==> src/rtl/mem_arb_pkg.sv <==
// Shared definitions for the unified-memory arbiter slice.
//   arb_state_t : arbiter FSM states (IDLE, WRITE, FILL, DONE)
//   TGT_I/TGT_D : fill target select (which cache receives the block)
//   blk_off_w() : word-offset width for a given block size
package mem_arb_pkg;

  typedef enum logic [1:0] {
    IDLE,
    WRITE,
    FILL,
    DONE
  } arb_state_t;

  localparam logic TGT_I = 1'b0;
  localparam logic TGT_D = 1'b1;

  function automatic int unsigned blk_off_w(input int unsigned blk_words);
    return $clog2(blk_words);
  endfunction

endpackage

==> src/rtl/blk_fill_seq.sv <==
// Block fill sequencer: latches the block base, issues BLK_WORDS pipelined
// read addresses back to back, counts returned words and flags the last one.
// Ports:
//   clk, rst_n  clock / async active-low reset
//   start       clear both counters and latch base from miss_addr
//   active      arbiter is in FILL
//   miss_addr   byte address of the granted miss
//   mem_valid   memory read data valid
//   issue       a read address is presented this cycle
//   rd_addr     read byte address (base + 2*iss_cnt)
//   rcv         a word is returned this cycle
//   rcv_word    word index of the returned word
//   last        returned word is the final word of the block
module blk_fill_seq
  import mem_arb_pkg::*;
#(
  parameter  int unsigned ADDR_W    = 16,
  parameter  int unsigned BLK_WORDS = 8,
  localparam int unsigned BLK_OFF_W = blk_off_w(BLK_WORDS)
) (
  input  logic                 clk,
  input  logic                 rst_n,
  input  logic                 start,
  input  logic                 active,
  input  logic [ADDR_W-1:0]    miss_addr,
  input  logic                 mem_valid,
  output logic                 issue,
  output logic [ADDR_W-1:0]    rd_addr,
  output logic                 rcv,
  output logic [BLK_OFF_W-1:0] rcv_word,
  output logic                 last
);

  localparam int unsigned       CNT_W    = BLK_OFF_W + 1;
  localparam logic [CNT_W-1:0]  CNT_FULL = CNT_W'(BLK_WORDS);
  localparam logic [CNT_W-1:0]  CNT_LAST = CNT_W'(BLK_WORDS - 1);
  // Byte-offset bits inside a block (word offset plus the byte-in-word bit).
  localparam logic [ADDR_W-1:0] OFF_MASK = ADDR_W'((1 << CNT_W) - 1);

  logic [CNT_W-1:0]  iss_cnt;
  logic [CNT_W-1:0]  rcv_cnt;
  logic [ADDR_W-1:0] base;

  always_ff @(posedge clk or negedge rst_n) begin
    if (!rst_n) begin
      base    <= '0;
      iss_cnt <= '0;
      rcv_cnt <= '0;
    end else if (start) begin
      base    <= miss_addr & ~OFF_MASK;
      iss_cnt <= '0;
      rcv_cnt <= '0;
    end else if (active) begin
      if (issue) iss_cnt <= iss_cnt + CNT_W'(1);
      if (rcv)   rcv_cnt <= rcv_cnt + CNT_W'(1);
    end
  end

  assign issue    = active && (iss_cnt < CNT_FULL);
  assign rcv      = active && mem_valid;
  assign rcv_word = rcv_cnt[BLK_OFF_W-1:0];
  assign last     = rcv && (rcv_cnt == CNT_LAST);
  // Base has the in-block bits cleared, so the add never carries out of the block.
  assign rd_addr  = base + {{(ADDR_W-CNT_W-1){1'b0}}, iss_cnt, 1'b0};

endmodule

==> src/rtl/mem_arbiter_ctrl.sv <==
// Arbiter for one single-ported unified memory shared by I-cache fills,
// D-cache fills and D-side write-through stores. Stores win; misses are
// fixed D>I, or round-robin when MEM_ARB_RR_EN is defined.
// Ports:
//   clk, rst_n                    clock / async active-low reset
//   i_miss_req, i_miss_addr       I-cache miss (held until i_fill_done)
//   d_miss_req, d_miss_addr       D-cache miss (held until d_fill_done)
//   d_wr_req, d_wr_addr, d_wr_data store request (held until d_wr_ack)
//   mem_en, mem_wr, mem_addr, mem_wdata  memory command
//   mem_rdata, mem_valid          memory read return
//   fill_data, fill_word          returned word and its index in the block
//   i_fill_we, d_fill_we          cache array write enables
//   i_fill_done, d_fill_done      last-word pulses
//   d_wr_ack                      store issued pulse
//   busy                          arbiter not idle
// Build option: MEM_ARB_RR_EN enables round-robin between I and D misses.
module mem_arbiter_ctrl
  import mem_arb_pkg::*;
#(
  parameter  int unsigned ADDR_W    = 16,
  parameter  int unsigned DATA_W    = 16,
  parameter  int unsigned BLK_WORDS = 8,
  parameter  int unsigned MEM_LAT   = 4,
  localparam int unsigned BLK_OFF_W = blk_off_w(BLK_WORDS)
) (
  input  logic                 clk,
  input  logic                 rst_n,
  input  logic                 i_miss_req,
  input  logic [ADDR_W-1:0]    i_miss_addr,
  input  logic                 d_miss_req,
  input  logic [ADDR_W-1:0]    d_miss_addr,
  input  logic                 d_wr_req,
  input  logic [ADDR_W-1:0]    d_wr_addr,
  input  logic [DATA_W-1:0]    d_wr_data,
  output logic                 mem_en,
  output logic                 mem_wr,
  output logic [ADDR_W-1:0]    mem_addr,
  output logic [DATA_W-1:0]    mem_wdata,
  input  logic [DATA_W-1:0]    mem_rdata,
  input  logic                 mem_valid,
  output logic [DATA_W-1:0]    fill_data,
  output logic [BLK_OFF_W-1:0] fill_word,
  output logic                 i_fill_we,
  output logic                 d_fill_we,
  output logic                 i_fill_done,
  output logic                 d_fill_done,
  output logic                 d_wr_ack,
  output logic                 busy
);

  // The arbiter only reacts to mem_valid, so any latency >= 1 works unchanged.
  if (MEM_LAT < 1) begin : g_bad_lat
    $error("mem_arbiter_ctrl: MEM_LAT must be >= 1");
  end

  arb_state_t state, state_nx;
  logic       tgt, tgt_nx;
  logic       start;
  logic [ADDR_W-1:0] sel_addr;

  logic                 issue, rcv, last;
  logic [ADDR_W-1:0]    rd_addr;
  logic [BLK_OFF_W-1:0] rcv_word;

`ifdef MEM_ARB_RR_EN
  logic rr_ptr;

  always_ff @(posedge clk or negedge rst_n) begin
    if (!rst_n)                    rr_ptr <= TGT_D;
    else if (state == FILL && last) rr_ptr <= ~tgt;
  end
`endif

  always_ff @(posedge clk or negedge rst_n) begin
    if (!rst_n) begin
      state <= IDLE;
      tgt   <= TGT_I;
    end else begin
      state <= state_nx;
      tgt   <= tgt_nx;
    end
  end

  always_comb begin
    state_nx = state;
    tgt_nx   = tgt;
    start    = 1'b0;
    sel_addr = d_miss_addr;
    unique case (state)
      IDLE: begin
        if (d_wr_req) begin
          state_nx = WRITE;
        end else if (d_miss_req || i_miss_req) begin
          state_nx = FILL;
          start    = 1'b1;
`ifdef MEM_ARB_RR_EN
          if (d_miss_req && i_miss_req) tgt_nx = rr_ptr;
          else                          tgt_nx = d_miss_req ? TGT_D : TGT_I;
`else
          tgt_nx = d_miss_req ? TGT_D : TGT_I;
`endif
          sel_addr = (tgt_nx == TGT_D) ? d_miss_addr : i_miss_addr;
        end
      end
      WRITE:   state_nx = DONE;
      FILL:    if (last) state_nx = DONE;
      DONE:    state_nx = IDLE;
      default: state_nx = IDLE;
    endcase
  end

  always_comb begin
    mem_en      = 1'b0;
    mem_wr      = 1'b0;
    mem_addr    = '0;
    mem_wdata   = '0;
    fill_data   = '0;
    fill_word   = '0;
    i_fill_we   = 1'b0;
    d_fill_we   = 1'b0;
    i_fill_done = 1'b0;
    d_fill_done = 1'b0;
    d_wr_ack    = 1'b0;
    unique case (state)
      WRITE: begin
        mem_en    = 1'b1;
        mem_wr    = 1'b1;
        mem_addr  = d_wr_addr;
        mem_wdata = d_wr_data;
        d_wr_ack  = 1'b1;
      end
      FILL: begin
        if (issue) begin
          mem_en   = 1'b1;
          mem_addr = rd_addr;
        end
        if (rcv) begin
          fill_data   = mem_rdata;
          fill_word   = rcv_word;
          i_fill_we   = (tgt == TGT_I);
          d_fill_we   = (tgt == TGT_D);
          i_fill_done = last && (tgt == TGT_I);
          d_fill_done = last && (tgt == TGT_D);
        end
      end
      default: ;
    endcase
  end

  assign busy = (state != IDLE);

  blk_fill_seq #(
    .ADDR_W   (ADDR_W),
    .BLK_WORDS(BLK_WORDS)
  ) u_seq (
    .clk      (clk),
    .rst_n    (rst_n),
    .start    (start),
    .active   (state == FILL),
    .miss_addr(sel_addr),
    .mem_valid(mem_valid),
    .issue    (issue),
    .rd_addr  (rd_addr),
    .rcv      (rcv),
    .rcv_word (rcv_word),
    .last     (last)
  );

endmodule

==> config.mk <==
export PLATFORM = sky130hd
export DESIGN_NAME = mem_arbiter_ctrl
export DESIGN_NICKNAME = d
export VERILOG_FILES = /design/src/rtl/mem_arb_pkg.sv /design/src/rtl/blk_fill_seq.sv /design/src/rtl/mem_arbiter_ctrl.sv
export SDC_FILE = /design/constraint.sdc
export NUM_CORES = 1
export LEC_CHECK = 0
export CAP_MARGIN = 15
export CORE_ASPECT_RATIO = 0.9
export CORE_UTILIZATION = 50
export CTS_CLUSTER_DIAMETER = 80
export DETAILED_ROUTE_END_ITERATION = 10
export DONT_BUFFER_PORTS = 1
export HOLD_SLACK_MARGIN = 0.06
export PLACE_DENSITY = 0.62
export SLEW_MARGIN = 20
export SYNTH_ARGS = -nofsm -noshare
export SYNTH_HDL_FRONTEND = slang
export SYNTH_SLANG_ARGS = --single-unit
==> constraint.sdc <==
create_clock -name clk -period 2.5 [get_ports clk]
set_input_delay 0.375 -clock clk [delete_from_list [all_inputs] [get_ports clk]]
set_output_delay 0.375 -clock clk [all_outputs]
set_load 0.03 [all_outputs]
==> results of run 1 <==
-- per-stage QoR --
stage | util [%] | hold slack, ns | total power, mW
global route | 65.8 | 0.113 | 3.53
detailed placement | 61.4 | 0.0801 | 2.89
finish | 65.8 | 0.0724 | 3.31
global placement | 61.4 | 0.0800 | 2.82
floorplan | - | 0.0794 | 2.25
CTS | 64.1 | 0.255 | 3.19
-- metal layers --
layer  wire, um  share of wire [%]  track usage (%)
met4          0                  0             4.26
met1       2270                 44             33.8
met5          0                  0                0
met2       2530                 49             41.0
met3        396                7.6             4.32
-- state kept, by name, summed over array words and instances (netlist names) --
| name | count |
|---|---|
| u_seq.base | 12 |
| state | 2 |
| u_seq.iss_cnt | 4 |
| u_seq.rcv_cnt | 4 |
| tgt | 1 |
-- synthesized netlist by cell type, types with 2 or more instances --
cell / count / area, um^2
dfrtp_1: 23 / 576
and3_1: 21 / 131
nand3_1: 18 / 90.1
and2_1: 17 / 106
nand2_1: 16 / 60.1
a22oi_1: 11 / 82.6
clkbuf_1: 10 / 37.5
nor2_1: 9 / 33.8
o2bb2ai_1: 9 / 78.8
a22o_1: 7 / 61.3
ha_1: 7 / 87.6
or4_1: 7 / 52.6
buf_2: 6 / 30.0
inv_1: 5 / 18.8
o211ai_1: 5 / 37.5
o21ai_0: 5 / 25.0
xor2_1: 5 / 43.8
a21oi_1: 4 / 20.0
nand2b_1: 4 / 25.0
nand4_1: 3 / 18.8
nand4b_1: 3 / 26.3
nor2b_1: 3 / 18.8
a221o_1: 2 / 20.0
a32oi_1: 2 / 17.5
a41oi_1: 2 / 17.5
and4b_1: 2 / 20.0
nand3b_1: 2 / 15.0
nand4bb_1: 2 / 22.5
xnor2_1: 2 / 17.5
-- power groups by stage --
stage / sequential [mW] / clock (mW) / combinational, mW
detailed placement: 0.765 / 0 / 2.13
global placement: 0.750 / 0 / 2.07
floorplan: 0.688 / 0 / 1.56
global route: 0.810 / 0.252 / 2.47
finish: 0.782 / 0.225 / 2.30
CTS: 0.761 / 0.229 / 2.20
-- final timing paths --
| kind | startpoint | end | slack (ns) | depth (start not counted) |
|---|---|---|---|---|
| min reg2reg | tgt | tgt | 0.59 | 1 |
| min | rst_n | u_seq.rcv_cnt[0] | 0.07 | 1 |
| max reg2reg | state[1] | u_seq.base[9] | 0.78 | 5 |
| min in group clk | d_miss_addr[15] | u_seq.base[15] | 0.26 | 1 |
| max in group asynchronous | rst_n | u_seq.base[8] | 2.09 | 1 |
| max | state[1] | mem_addr[13] | 0.1 | 6 |
-- area by class of cell --
type	instances	area, um^2	share of cell area [%]
multi-input combinational	179	1280	55.4
sequential	23	576	25.0
timing repair buffer	33	334	14.5
tap	44	55.1	2.39
clock buffer	4	45.0	1.95
inverter	5	18.8	0.814
-- cells by family after synthesis --
family                     Yosys count
adders and majority gates            7
muxes                                1
and+or+nand+nor                    113
DFF                                 23
buffers and inverters               23
AOI/OAI and AO/OA                   51
xor gates and xnor gates             7
-- critical path, delay by kind of cell (launching register included) --
kind / cells / cell delay, ns
buffers and inverters: 2 / 0.25
AND/OR/NAND/NOR: 3 / 0.79
adder cells (fa/ha/maj): 1 / 0.33
flip-flops: 1 / 0.39
-- repair_timing --
action,in CTS,in global routing
setup endpoints to repair,7,8
hold buffers,1,0
hold endpoints to repair,23,0
setup buffers,3,4
pin swaps,0,3
gates resized for setup,4,7
==> flow_summary.json, run 1 <==
{
  "ir_drop_uv": 720,
  "path_max_fanout": 9,
  "cts_max_path_buffers": 2,
  "layout-drive-gt1-share_pct": 17.6,
  "yosys.area_share.adder_pct": 4.61,
  "antenna_found_initial": 0,
  "synth_top_family_by_area": "simple AND/OR/NAND/NOR gates",
  "async_reset_ff_share_pct": 100,
  "power.leakage_nw": 1.04,
  "cts_made_buffers": 3,
  "antenna_left": 0,
  "dpl.hpwl_mm": 3.98,
  "pwr_density_cell_nw_per_um2": 1430,
  "synth-compound-area-share_pct": 20.4,
  "pin_count": 145,
  "overflow": 0,
  "synth-simple-area-share_pct": 35.7,
  "drc": 0,
  "cts_max_level": 1,
  "die-height_um": 60.5,
  "start_util_pct": 54.2,
  "drv_slew": 0,
  "setup_tns_ns": 0,
  "final_cell_mix": "23 x buf_4, 23 x dfrtp_1, 21 x and3_1, 18 x nand3_1, 17 x and2_1",
  "cap_viol_max_count": 0,
  "fin_area_um2": 2300,
  "rows": 20,
  "clockPowerShare_pct": 6.8,
  "worst_slack_ns": 0.0989,
  "worst_path_largest_cell_delay_ns": 0.53,
  "worst_path_max_delay_cell": "or4_1",
  "worst_ep_arrival_time_ns": 2.03,
  "synth_ff_type": "dfrtp_1",
  "fp.dieW_um": 67.0,
  "synth-edff-count": 0,
  "yosysWarnings": 0,
  "comb_power_share_pct": 69.5,
  "via_per_inst": 6.44,
  "wl_mm": 5.20,
  "period_minus_slack_ns": 2.40,
  "dpl_cell_area_um2": 2150,
  "finalHoldViolCount": 0,
  "synthMuxAreaShare_pct": 0.527,
  "wire_per_inst_um": 18.0,
  "synth_fp_nets": 318,
  "synth_xor_area_share_pct": 3.23,
  "grt_pass1_wl_mm": 7.54,
  "p_switching_mw": 1.69,
  "worstMarginPinSlew_ns": 0.712,
  "setup_violations": 0,
  "final.setup_skew_ns": 0.000638,
  "min_path_type": "in2async",
  "slew_headroom_pct": 52.4,
  "grtUsageTotal_pct": 24.5,
  "core_area_um2": 3500,
  "nNetsFinal": 338,
  "grt_max_degree": 30,
  "layout.cells.non_filler": 288,
  "cts_tree": "built",
  "syn_area_um2": 1900,
  "pre_cts_ws_ns": 0.177,
  "firstDrtPassIters": 4,
  "p_seq_share_pct": 23.6,
  "ys_ff_latch": 23,
  "required_ns": 2.12,
  "max_freq_mhz": 416,
  "cts_sinks": 23,
  "place.gp.congestion": 0.835,
  "fillers": 303,
  "yosysUniqueCellTypes": 42,
  "finalCritPeriodShare_pct": 96.0,
  "via_count": 1854,
  "areaGrowthSynthToFinish_pct": 21.3,
  "worstSetupPathType": "reg2out",
  "status": "finished clean",
  "portBuffers": 0,
  "path_clk_slew_ns": 0.08,
  "p_int_mw": 1.61,
  "crit_path_end_kind": "output pin",
  "path_cells": "inv_1, ha_4, nand3b_4, or4_1, nand3_1, buf_12",
  "critPathLaunchType": "register",
  "ys_seq_area_share_pct": 30.3,
  "switching_share_pct": 51.2,
  "synthCells": 225,
  "dp.cells": 276,
  "dieArea_um2": 4050,
  "clkLatencyLatePin_ns": 0.26,
  "insertedDiodeCount": 0,
  "avgSynthCellArea_um2": 8.44,
  "root_buffer": "clkbuf_8",
  "grt_pass1_vias": 1603,
  "drt_iter0_markers": 110
}
(Power assumes the default switching activity.)
==> run 2: changes to the inputs <==
--- a/config.mk
+++ b/config.mk
@@ -10,3 +10,3 @@
 export CORE_UTILIZATION = 50
-export CTS_CLUSTER_DIAMETER = 80
+export CTS_CLUSTER_DIAMETER = 100
 export DETAILED_ROUTE_END_ITERATION = 10
==> constraint.sdc (replaced) <==
create_clock -name clk -period 2.5 [get_ports clk]
set_input_delay 0.125 -clock clk [delete_from_list [all_inputs] [get_ports clk]]
set_output_delay 0.125 -clock clk [all_outputs]
set_load 0.03 [all_outputs]
==> run 2 against run 1 <==
Compared with the run above: count of clock-buffer cells in the layout shrank 1; design area shrank 8.2%; total power shrank 12%; combinational power fell by 18%; utilization shrank 5.4 points; sequential share of layout area grew 2.2 points; highest routed layer is now met4.
==> flow_summary.json, run 2 (same netlist as run 1, synthesis figures left out) <==
{
  "crit_path_end_kind": "output pin",
  "wire_per_inst_um": 18.6,
  "pin_count": 145,
  "final.setup_skew_ns": 0.00725,
  "cts_tree": "built",
  "clockPowerShare_pct": 8.1,
  "cts_max_path_buffers": 2,
  "final_cell_mix": "23 x dfrtp_1, 21 x and3_1, 17 x and2_1, 16 x nand2_1, 16 x nand3_1",
  "drv_slew": 0,
  "rsz0062_at_grt": "no",
  "worst_ep_arrival_time_ns": 2.25,
  "layout-drive-gt1-share_pct": 9.52,
  "p_switching_mw": 1.62,
  "grt_use_met3_pct": 4.89,
  "portBuffers": 0,
  "grtUsageTotal_pct": 25.0,
  "finalHoldViolCount": 0,
  "final_util_pct": 60.4,
  "firstDrtPassIters": 4,
  "path_cells": "inv_1, ha_1, nand3b_4, or4_1, nand3_1",
  "path_delay_family": "simple AND/OR/NAND/NOR gates",
  "r2r_cells": 6,
  "required_ns": 2.38,
  "largest_reg_flops": 12,
  "min_path_type": "in2reg",
  "path_clk_slew_ns": 0.09,
  "period_minus_slack_ns": 2.38,
  "wl_mm": 5.11,
  "place.gp.congestion": 0.856,
  "drt_iter0_markers": 90,
  "cts_made_buffers": 3,
  "cts_sinks": 23,
  "reg_top3": "u_seq.base (12), u_seq.iss_cnt (4), u_seq.rcv_cnt (4)",
  "start_util_pct": 54.2,
  "grt_max_degree": 28,
  "worstMarginPinSlew_ns": 0.680,
  "grt_pass1_vias": 1579,
  "cp_num_cells": 5,
  "drc": 0,
  "switching_share_pct": 55.6,
  "worst-path-buf-inv": 1,
  "cap_viol_max_count": 0,
  "antenna_left": 0,
  "setup_violations": 0,
  "setup_tns_ns": 0,
  "fillers": 309,
  "top_register": "u_seq.base",
  "p_int_mw": 1.29,
  "layout_commonest_cell": "dfrtp_1",
  "nNetsFinal": 325,
  "use_met2_pct": 42.0,
  "cts_setup_buffers": 0,
  "finalCritPeriodShare_pct": 95.2,
  "root_buffer": "clkbuf_8",
  "worst_path_largest_cell_delay_ns": 0.54,
  "die-height_um": 60.5,
  "path_max_fanout": 11,
  "insertedDiodeCount": 0,
  "dpl.hpwl_mm": 3.91,
  "core_area_um2": 3500,
  "dieArea_um2": 4050,
  "via_per_inst": 6.61,
  "clkLatencyLatePin_ns": 0.27,
  "via_count": 1818,
  "ir_drop_uv": 596,
  "hold_depth": 2,
  "rows": 20,
  "worst_path_max_delay_cell": "or4_1",
  "fp.dieW_um": 67.0,
  "pwr_density_cell_nw_per_um2": 1370,
  "grt-busiest-layer": "met2",
  "areaGrowthSynthToFinish_pct": 11.4,
  "worstSetupPathType": "reg2out",
  "critPathLaunchType": "register",
  "cts_max_level": 1,
  "grt_pass1_wl_mm": 7.58,
  "status": "finished clean",
  "power.leakage_nw": 0.972,
  "antenna_found_initial": 0,
  "overflow": 0,
  "max_freq_mhz": 420,
  "p_seq_share_pct": 26.9,
  "met1_usage_pct": 34.1,
  "comb_power_share_pct": 65.0,
  "slew_headroom_pct": 54.5
}
==> run 2: worst reg2reg max path, delay by kind of cell, from the launching register on <==
family,cells,cell delay (ns)
compound gates,1,0.15
fa+ha+maj,1,0.34
buf+inv,2,0.39
flops,1,0.42
simple gates,2,0.57
==> run 2: stage by stage <==
| step | std cells | hold slack (ns) | total power, mW | setup slack [ns] | area (um^2) |
|---|---|---|---|---|---|
| after global placement | 265 | -0.170 | 2.58 | 0.440 | 2000 |
| after floorplan | 225 | -0.171 | 2.25 | 0.396 | 1900 |
| after detailed placement | 265 | -0.170 | 2.65 | 0.379 | 2000 |
| final | 275 | 0.0711 | 2.91 | 0.120 | 2120 |
| after global routing | 275 | 0.0780 | 3.10 | 0.0115 | 2120 |
| after CTS | 274 | 0.0697 | 2.90 | 0.0849 | 2100 |
==> run 2: layout make-up <==
cell class	instances	area, um^2	area share [%]
repair buffers	20	185	8.75
clock inverters	1	5.00	0.237
inverters	5	18.8	0.887
well taps	44	55.1	2.60
multi-input cells	179	1230	58.4
clock buffers	3	41.3	1.95
flip-flops and latches	23	576	27.2
==> run 2: path summary, 6_finish.rpt <==
path	startpoint	end	slack, ns
setup / recovery	state[0]	mem_addr[13]	0.12
hold / removal	i_miss_addr[6]	u_seq.base[6]	0.07
setup reg to reg	state[0]	u_seq.rcv_cnt[3]	0.55
hold reg to reg	tgt	tgt	0.58
max in group asynchronous	rst_n	u_seq.base[13]	1.80
min in group asynchronous	rst_n	u_seq.rcv_cnt[3]	0.35
==> run 2: metal layers <==
layer  vias up  wire, um
met2        95      2370
li1        859         -
met4         0        44
met5         -         0
met3         7       413
met1       857      2290
==> run 2: power groups by stage <==
stage          Combinational, mW  Sequential (mW)  Clock [mW]
2_1_floorplan               1.56            0.688           0
6_report                    1.89            0.782       0.234
3_5_place_dp                1.87            0.776           0
3_3_place_gp                1.82            0.764           0
5_1_grt                     2.05            0.808       0.248
4_1_cts                     1.89            0.770       0.235
==> run 2: repair_timing <==
action | CTS | global route
endpoints found under the hold margin | 27 | 23
gates resized for setup | 0 | 2
endpoints found under the setup margin | 0 | 2
hold buffers | 5 | 1
==> run 3: changes to the inputs <==
- CORE_MARGIN: not set -> 3
==> run 3 against run 2 <==
Compared with the run above: fmax rose by 0.74%; global-route usage is 1.5 points lower; final cell count increased by 1.8%; clock skew decreased by 0.0058 ns; die area is 13% higher; design area rose by 3.7%; first-iteration DRC count up 70%; sequential share of layout area fell by 0.98 points; sequential cell count unchanged; via count grew 1.2%.
==> flow_summary.json, run 3 (same netlist as run 1, synthesis figures left out) <==
{
  "layout_commonest_cell": "dfrtp_1",
  "grt_max_degree": 28,
  "antenna_left": 0,
  "drc": 0,
  "cts_setup_buffers": 0,
  "largest_reg_flops": 12,
  "worst_path_max_delay_cell": "or4_1",
  "worstSetupPathType": "reg2out",
  "rows": 20,
  "worst_path_largest_cell_delay_ns": 0.57,
  "via_count": 1839,
  "ir_drop_uv": 683,
  "worst_ep_arrival_time_ns": 2.24,
  "pin_count": 145,
  "cts_made_buffers": 3,
  "path_max_fanout": 9,
  "power.leakage_nw": 1.01,
  "antenna_found_initial": 0,
  "worstMarginPinSlew_ns": 0.691,
  "grt_pass1_wl_mm": 8.64,
  "finalHoldViolCount": 0,
  "portBuffers": 0,
  "p_switching_mw": 1.65,
  "areaGrowthSynthToFinish_pct": 15.5,
  "setup_tns_ns": 0,
  "max_freq_mhz": 423,
  "nNetsFinal": 330,
  "reg_top3": "u_seq.base (12), u_seq.iss_cnt (4), u_seq.rcv_cnt (4)",
  "top_register": "u_seq.base",
  "clockPowerShare_pct": 7.5,
  "drv_slew": 0,
  "slew_headroom_pct": 53.6,
  "firstDrtPassIters": 4,
  "wl_mm": 5.59,
  "layout-drive-gt1-share_pct": 12.3,
  "wire_per_inst_um": 20.0,
  "drt_iter0_markers": 153,
  "cts_sinks": 23,
  "crit_path_end_kind": "output pin",
  "via_per_inst": 6.57,
  "core_area_um2": 3500,
  "dieArea_um2": 4580,
  "p_int_mw": 1.41,
  "start_util_pct": 54.2,
  "cts_max_level": 1,
  "cts_tree": "built",
  "die-height_um": 64.5,
  "final.setup_skew_ns": 0.00141,
  "period_minus_slack_ns": 2.36,
  "worst_slack_ns": 0.138,
  "cpMostUsedCell": "ha_1",
  "pre_cts_ws_ns": 0.375,
  "p_seq_share_pct": 25.6,
  "path_cells": "ha_1, ha_1, nand4_1, or4_1, nand3_2",
  "status": "finished clean",
  "insertedDiodeCount": 0,
  "grtUsageTotal_pct": 23.5,
  "root_buffer": "clkbuf_8",
  "setup_violations": 0,
  "min_path_type": "in2reg",
  "overflow": 0,
  "finalPower_mw": 3.06,
  "comb_power_share_pct": 66.9,
  "grt_pass1_vias": 1729,
  "finalCritPeriodShare_pct": 94.5,
  "critPathLaunchType": "register",
  "dpl.hpwl_mm": 4.42,
  "required_ns": 2.38,
  "clkLatencyLatePin_ns": 0.26,
  "rsz0062_at_grt": "no",
  "fp.dieW_um": 71.0,
  "final_cell_mix": "23 x dfrtp_1, 21 x and3_1, 18 x and2_1, 16 x nand2_1, 16 x nand3_1",
  "switching_share_pct": 53.9,
  "place.gp.congestion": 0.849,
  "pwr_density_cell_nw_per_um2": 1390,
  "cap_viol_max_count": 0,
  "cts_max_path_buffers": 2,
  "path_clk_slew_ns": 0.08
}
run 3: changes by cell type in the layout (fill, tap and decap cells not counted), sizes merged:
| cell | before | now |
|---|---|---|
| buf | 15 | 20 |
run 3: layout make-up:
type,instances,area [um^2]
Tap cell,44,55.1
Sequential cell,23,576
Timing Repair Buffer,25,260
Inverter,5,18.8
Clock buffer,3,41.3
Fill cell,289,1310
Multi-Input combinational cell,179,1240
Clock inverter,1,5.00
run 3: power groups by stage:
stage | Sequential, mW | Combinational (mW) | Clock [mW]
2_1_floorplan | 0.688 | 1.56 | 0
3_3_place_gp | 0.763 | 1.95 | 0
3_5_place_dp | 0.776 | 2.02 | 0
4_1_cts | 0.770 | 2.04 | 0.233
5_1_grt | 0.809 | 2.21 | 0.247
6_report | 0.783 | 2.05 | 0.230
run 3: routing by layer:
metal / part of all wire [%] / vias up / global-route usage, % / wire [um]
met5: 0 / - / 0 / 0
met4: 1.1 / 0 / 4.69 / 59
met3: 8.6 / 6 / 4.03 / 479
met2: 49 / 115 / 41.0 / 2740
met1: 41 / 847 / 30.8 / 2310
li1: - / 871 / - / -
run 3: path summary, 6_finish.rpt:
check                                         to  cells after the start              from  slack [ns]
min in group asynchronous          u_seq.base[8]                      2             rst_n        0.37
worst min-delay path              u_seq.base[14]                      2   i_miss_addr[14]        0.06
max in group asynchronous       u_seq.rcv_cnt[2]                      2             rst_n        1.79
worst min register to register    u_seq.base[15]                      1    u_seq.base[15]        0.58
worst max register to register  u_seq.rcv_cnt[3]                      6          state[0]        0.58
worst max-delay path                mem_addr[14]                      5  u_seq.iss_cnt[3]        0.14
run 3: per-stage QoR:
stage | utilization [%] | cells | hold slack, ns | cell area, um^2
CTS | 62.1 | 279 | 0.0613 | 2180
finish | 62.6 | 280 | 0.0648 | 2190
detailed placement | 59.4 | 270 | -0.170 | 2080
global route | 62.6 | 280 | 0.0766 | 2190
floorplan | - | 225 | -0.171 | 1900
global placement | 59.4 | 270 | -0.170 | 2080
run 3: what timing repair did:
action,CTS,global route
hold endpoints to repair,27,23
endpoints found under the setup margin,0,10
gates resized for setup,0,5
hold buffers,5,1
run 3: critical path, delay by kind of cell (launching register included):
family                   cells  cell delay (ns)
adder cells (fa/ha/maj)      2             0.51
flip-flops                   1             0.49
AND/OR/NAND/NOR              3             0.97
